`config.mk`:
```
export PLATFORM = sky130hd
export DESIGN_NAME = ram_port_arbiter
export DESIGN_NICKNAME = d
export VERILOG_FILES = /design/src/rtl/ram_port_arbiter.sv
export SDC_FILE = /design/constraint.sdc
export NUM_CORES = 1
export LEC_CHECK = 0
export ABC_CLOCK_PERIOD_IN_PS = 2350
export CAP_MARGIN = 20
export CORE_MARGIN = 2
export CORE_UTILIZATION = 32
export DETAILED_ROUTE_END_ITERATION = 7
export GPL_TIMING_DRIVEN = 0
export PLACE_DENSITY = 0.87
export RECOVER_POWER = 100
export SETUP_SLACK_MARGIN = 0.15
export SYNTH_ARGS = -nofsm -noshare
export SYNTH_HDL_FRONTEND = slang
export SYNTH_SLANG_ARGS = --single-unit
```
`constraint.sdc`:
```
create_clock -name clk -period 2.35 [get_ports clk]
set_input_delay 0.47 -clock clk [delete_from_list [all_inputs] [get_ports clk]]
set_output_delay 0.47 -clock clk [all_outputs]
set_load 0.01 [all_outputs]
```
`src/rtl/ram_port_arbiter.sv`:
```
// Single-port RAM arbiter between the CPU read port and the loader/debug port.
// One access per cycle, round-robin on conflict, bounded loader bursts, tagged fixed-latency read return.
module ram_port_arbiter #(
    parameter int ADDR_W    = 4,
    parameter int DATA_W    = 8,
    parameter int RD_LAT    = 1,
    parameter int MAX_BURST = 4
) (
    input  logic              clk,
    input  logic              reset,
    input  logic              cpu_req,
    input  logic [ADDR_W-1:0] cpu_addr,
    output logic              cpu_gnt,
    output logic              cpu_wait,
    output logic              cpu_rvalid,
    output logic [DATA_W-1:0] cpu_rdata,
    input  logic              ldr_req,
    input  logic              ldr_we,
    input  logic              ldr_lock,
    input  logic [ADDR_W-1:0] ldr_addr,
    input  logic [DATA_W-1:0] ldr_wdata,
    output logic              ldr_gnt,
    output logic              ldr_rvalid,
    output logic [DATA_W-1:0] ldr_rdata,
    output logic              ram_en,
    output logic              ram_we,
    output logic [ADDR_W-1:0] ram_addr,
    output logic [DATA_W-1:0] ram_wdata,
    input  logic [DATA_W-1:0] ram_rdata
);
    // Handshake: a requester holds req plus its address/data until it sees gnt in the
    // same cycle; gnt means the access is issued this cycle. Dropping req before gnt
    // withdraws the request without side effects.

    typedef enum logic {OWN_CPU = 1'b0, OWN_LDR = 1'b1} owner_t;

    localparam logic [3:0] BURST_MAX = 4'(MAX_BURST);

    owner_t            last_owner;
    logic [3:0]        burst_cnt;
    logic [RD_LAT-1:0] pipe_valid;
    logic [RD_LAT-1:0] pipe_owner;
    logic              win_cpu;
    logic              win_ldr;
    logic              rd_push;
    logic              ret_valid;
    logic              ret_ldr;

    always_comb begin
        win_cpu = 1'b0;
        win_ldr = 1'b0;
        if (!reset) begin
            if (cpu_req && ldr_req) begin
                // A locked loader keeps the port until its burst allowance runs out.
                if (last_owner == OWN_LDR && !(ldr_lock && burst_cnt < BURST_MAX))
                    win_cpu = 1'b1;
                else
                    win_ldr = 1'b1;
            end else begin
                win_cpu = cpu_req;
                win_ldr = ldr_req;
            end
        end
    end

    assign rd_push = win_cpu | (win_ldr & ~ldr_we);

    // Inactive requester inputs never reach the RAM, even if they are X.
    always_comb begin
        ram_en    = 1'b0;
        ram_we    = 1'b0;
        ram_addr  = '0;
        ram_wdata = '0;
        if (win_cpu) begin
            ram_en   = 1'b1;
            ram_addr = cpu_addr;
        end else if (win_ldr) begin
            ram_en    = 1'b1;
            ram_we    = ldr_we;
            ram_addr  = ldr_addr;
            ram_wdata = ldr_wdata;
        end
    end

    always_ff @(posedge clk or posedge reset) begin
        if (reset) begin
            last_owner <= OWN_LDR;
            burst_cnt  <= 4'd0;
            pipe_valid <= '0;
            pipe_owner <= '0;
        end else begin
            if (win_cpu)
                last_owner <= OWN_CPU;
            else if (win_ldr)
                last_owner <= OWN_LDR;

            if (win_cpu || !ldr_lock)
                burst_cnt <= 4'd0;
            else if (win_ldr && burst_cnt < BURST_MAX)
                burst_cnt <= burst_cnt + 4'd1;

            pipe_valid[0] <= rd_push;
            pipe_owner[0] <= win_ldr;
            for (int i = 1; i < RD_LAT; i++) begin
                pipe_valid[i] <= pipe_valid[i-1];
                pipe_owner[i] <= pipe_owner[i-1];
            end
        end
    end

    assign ret_valid = pipe_valid[RD_LAT-1] & ~reset;
    assign ret_ldr   = pipe_owner[RD_LAT-1];

    assign cpu_gnt    = win_cpu;
    assign ldr_gnt    = win_ldr;
    assign cpu_wait   = cpu_req & ~win_cpu & ~reset;
    assign cpu_rvalid = ret_valid & ~ret_ldr;
    assign ldr_rvalid = ret_valid & ret_ldr;
    assign cpu_rdata  = cpu_rvalid ? ram_rdata : '0;
    assign ldr_rdata  = ldr_rvalid ? ram_rdata : '0;

endmodule

```
# Word level (Yosys, flattened, before mapping)
# Index checks and enable logic that the tools add are counted.
word_totals:
  ff_bits: 7
  input_bits: 30
  out_inout_bits: 35
  word_cells: 46
classes:
  n_addsub: 1
  magnitude_cmp: 1
  n_mux: 20
  bitwise: 11
  n_reduce_logical: 9
ops:
  columns: ["op", "n"]
  rows:
  - ["$mux 8", 4]
  - ["$mux 4", 4]
  - ["$mux 1", 12]
  - ["$and 1x1->1", 6]
  - ["$add 4x1->4 const B", 1]
  - ["$logic_and 1x1->1", 4]
  - ["$lt 4x3->1 const B", 1]
  - ["$not 1->1", 4]
  - ["$reduce_bool 2->1", 2]
  - ["$logic_not 1->1", 2]
  - ["$logic_or 1x1->1", 1]
  - ["$or 1x1->1", 1]

# Longest topological paths before layout
# Gate-level depths: netlist of the first run.
logic_depth:
  depth_word: 10
  ltp_mapped: 5
  ltp_nobuf: 3

# Worst setup path after synthesis of the first run
# Ideal clock, no wire load.
synth_path:
  path_type: "input to output"
  startpoint: "input reset"
  endpoint: "output ldr_rdata[0]"
  arrival_time_ns: 1.522
  required_time_ns: 1.880
  path_slack_ns: 0.358
  stages: 5
  n_path_buf: 2
  path_cell_list: "buf_2 > inv_1 > and3_1 > clkbuf_1 > and2_1"
synth_via:
  elab_chain_cells: 4
synth_rtl:
  columns: ["element", "line_no", "text"]
  rows:
  - ["from (decl)", "10", "input logic reset,"]
  - ["$not 1->1", "111", "assign ret_valid = pipe_valid[RD_LAT-1] & ~reset;"]
  - ["$and 1x1->1", "111", null]
  - ["$and 1x1->1", "118", "assign ldr_rvalid = ret_valid & ret_ldr;"]
  - ["net ldr_rvalid", "23", "output logic ldr_rvalid,"]
  - ["$mux 8", "120", "assign ldr_rdata = ldr_rvalid ? ram_rdata : '0;"]
  - ["to (decl)", "24", "output logic [DATA_W-1:0] ldr_rdata,"]
# The timed path passes the listed nets, and every way through them passes these cells.

# Worst setup path after layout of the first run
layout_path:
  startpoint: "input reset"
  endpoint: "output ldr_rdata[3]"
layout_via:
  elab_chain_cells: 4
layout_rtl:
  columns: ["element", "line_no"]
  rows:
  - ["$not 1->1", "111"]
  - ["$and 1x1->1", "111"]
  - ["$and 1x1->1", "118"]
  - ["$mux 8", "120"]
# Every way passes these cells.

==> flow_summary.ini, run 1 <==
[cells_and_area]
final-instance-count-excl-fill = 178
area_delta_synth_final_pct = 101
nFillCells = 166
register_area_um2 = 179
diodes = 0
nets = 183
final_cell_mix = clkdlybuf4s50_1, and2_1, clkbuf_1, and2_4, nor2_1
multi_input_area_um2 = 489
mostFrequentLayoutCell = clkdlybuf4s50_1
drive_gt1_frac = 0.212

[setup_path]
cp_data_required_time_ns = 1.88
worst_setup_path_start_kind = input port
worst_path_max_delay_cell = dlygate4sd3_1
critPathCaptureType = primary output
crit_path_max_incr_delay_ns = 0.59
worst-path-max-fanout = 10
path_class = in2out
crit_chain = buf_6 -> clkinvlp_2 -> and3_1 -> buf_2 -> and2_1 -> dlygate4sd3_1
cp.arrival_ns = 1.77

[floorplan]
dieArea_mm2 = 0.00250
ios = 65
die_h_um = 50.0
die_x_um = 50.0
core_mm2 = 0.00198
rows = 16
start_util = 0.342

[yosys]
syn_nets = 109
synth.distinct_cells = 31
synth_edf_count = 0
yosys_warnings = 0
synth_cells = 78
syn_area_per_cell_um2 = 8.69
synth-seq-area-share = 0.260
ys_ff_latch = 7
synthFlopType = dfrtp_1
netlist_area_um2 = 678
ys_async_sr_fraction = 1.00

[sta]
drv_slew = 0
fin_crit_sh = 0.953
hold_viol = 0
fmax_ghz = 0.446
tightest_slew_ns = 0.441
maxSlewHeadroom = 0.706
setup_viol = 0
skew_ns = 0.00701
period_needed_ns = 2.24
rsz0062_at_grt = yes

[drt]
firstDrtPassIters = 4
wl_per_cell_um = 14.0
dr.first_iter.drc_count = 9
wirelength_mm = 2.50
vias = 865
drc_errors = 0
antenna_left = 0
viasPerCell = 4.86

[pwr]
pwr-share-comb = 0.418
p_per_area_mw_per_mm2 = 315
p_sw_uw = 132
pwr-share-seq = 0.316
p_clk_frac = 0.266
p_int_uw = 298
power_uw = 430
p_sw_frac = 0.307
p_leak_nw = 0.601
peakVddDrop_uv = 248

[global_routing]
antenna_found_initial = 0
grt_pass1_wl_mm = 3.91
grt_max_degree = 11
grt_pass1_vias = 786
track_usage = 0.201
grt-ovfl-total = 0

[worst_hold_path]
holdCritPathClass = in2reg

[clock_network]
postCtsHoldBufs = 0
cts_root_buf = clkbuf_4
tritoncts = yes
cts-buffers-inserted = 3
clock_path_buffers = 2
clk_pin_slew_ns = 0.06
htreeDepth = 1
cts.sinks = 7
insertion_delay_ns = 0.26

[placed_design]
portBuffers = 62
place_inst = 167
place_congestion = 0.778
hpwl_mm = 1.94

[status]
status = complete, no violations

[job]
drv_cap = 0
[logic make-up after synthesis]
group | Yosys count | synth area share
and+or+nand+nor | 46 | 0.496
buffers and inverters | 6 | 0.0461
adders and majority gates | 1 | 0.0184
xor gates and xnor gates | 1 | 0.0129
AOI/OAI and AO/OA | 16 | 0.151
DFF | 7 | 0.260
muxes | 1 | 0.0148
[path summary, 6_finish.rpt]
check	startpoint	to	slack [ns]	depth (start not counted)
hold / removal	reset	pipe_valid	0.44	2
setup / recovery	reset	ldr_rdata[3]	0.11	6
hold reg to reg	burst_cnt[1]	burst_cnt[1]	0.53	2
setup reg to reg	last_owner	burst_cnt[2]	0.96	4
max in group asynchronous	reset	burst_cnt[3]	1.48	4
min in group asynchronous	reset	last_owner	0.54	3
[metal layers]
metal | vias to the layer above | wire length [um] | track usage
li1 | 412 | - | -
met1 | 405 | 970 | 0.236
met2 | 46 | 1240 | 0.355
met3 | 2 | 267 | 0.0394
met4 | 0 | 19 | 0.0694
met5 | - | 0 | 0
[what timing repair did]
action	in CTS	in global routing
pin swaps	1	1
gates resized for setup	33	28
endpoints found under the setup margin	34	29
buffers inserted	3	3
cloned	1	0
[final cells by class]
class                   count  area share
clock inverters             1     0.00367
plain buffers               4      0.0229
clock buffers               3      0.0165
flip-flops and latches      7       0.131
inverters                   2     0.00642
well taps                  27      0.0247
multi-input cells          65       0.358
repair buffers             69       0.436
[worst max-delay path: cells and delay by family]
kind	cells	cell delay (ns)
buffers and inverters	4	0.99
and+or+nand+nor	2	0.30
[power groups by stage]
stage | clock network [mW] | logic (mW) | registers [mW]
finish | 0.114 | 0.180 | 0.136
CTS | 0.119 | 0.186 | 0.137
global placement | 0 | 0.180 | 0.137
floorplan | 0 | 0.0790 | 0.136
global route | 0.124 | 0.194 | 0.136
detailed placement | 0 | 0.185 | 0.138
[sequential cells by signal (all words and copies together), names as in the netlist]
signal,cells
pipe_owner,1
burst_cnt,4
pipe_valid,1
last_owner,1
[Yosys cell counts, types with 2 or more instances]
cell      count  share of area
o21ai_0       4          0.030
inv_1         2          0.011
nor2_1        7          0.039
nand4b_1      3          0.039
clkbuf_1      2          0.011
a21oi_1       6          0.044
nand2b_1      2          0.018
and2_1       16           0.15
nand3b_1      2          0.022
and2_4        8           0.10
dfrtp_1       6           0.22
[metrics by stage]
stage                     utilization  cell area [um^2]  hold WS (ns)  TNS, ns  setup WS [ns]
after detailed placement        0.672              1330         0.526    -9.33         -0.555
after global routing            0.689              1370         0.443        0         0.0521
after floorplan                     -               678         0.490        0          0.358
final                           0.689              1370         0.441        0          0.110
after global placement          0.672              1330         0.508    -8.10         -0.526
after CTS                       0.706              1400         0.401        0          0.110
Note: power is estimated with default switching activity, not from simulation.
==> inputs of run 2 (changes only) <==
--- a/config.mk
+++ b/config.mk
@@ -6,7 +6,7 @@
 export NUM_CORES = 1
 export LEC_CHECK = 0
 export ABC_CLOCK_PERIOD_IN_PS = 2350
-export CAP_MARGIN = 20
+export CAP_MARGIN = 30
 export CORE_MARGIN = 2
 export CORE_UTILIZATION = 32
 export DETAILED_ROUTE_END_ITERATION = 7
==> results of run 2 <==
Final layout, timing and power as in run 1 (identical DEF).
==> inputs of run 3 (changes only) <==
--- a/config.mk
+++ b/config.mk
@@ -9,7 +9,9 @@
 export CAP_MARGIN = 30
 export CORE_MARGIN = 2
 export CORE_UTILIZATION = 32
+export CTS_CLUSTER_DIAMETER = 120
 export DETAILED_ROUTE_END_ITERATION = 7
+export GPL_ROUTABILITY_DRIVEN = 0
 export GPL_TIMING_DRIVEN = 0
 export PLACE_DENSITY = 0.87
 export RECOVER_POWER = 100
==> results of run 3 <==
Final layout, timing and power as in run 1 (identical DEF).
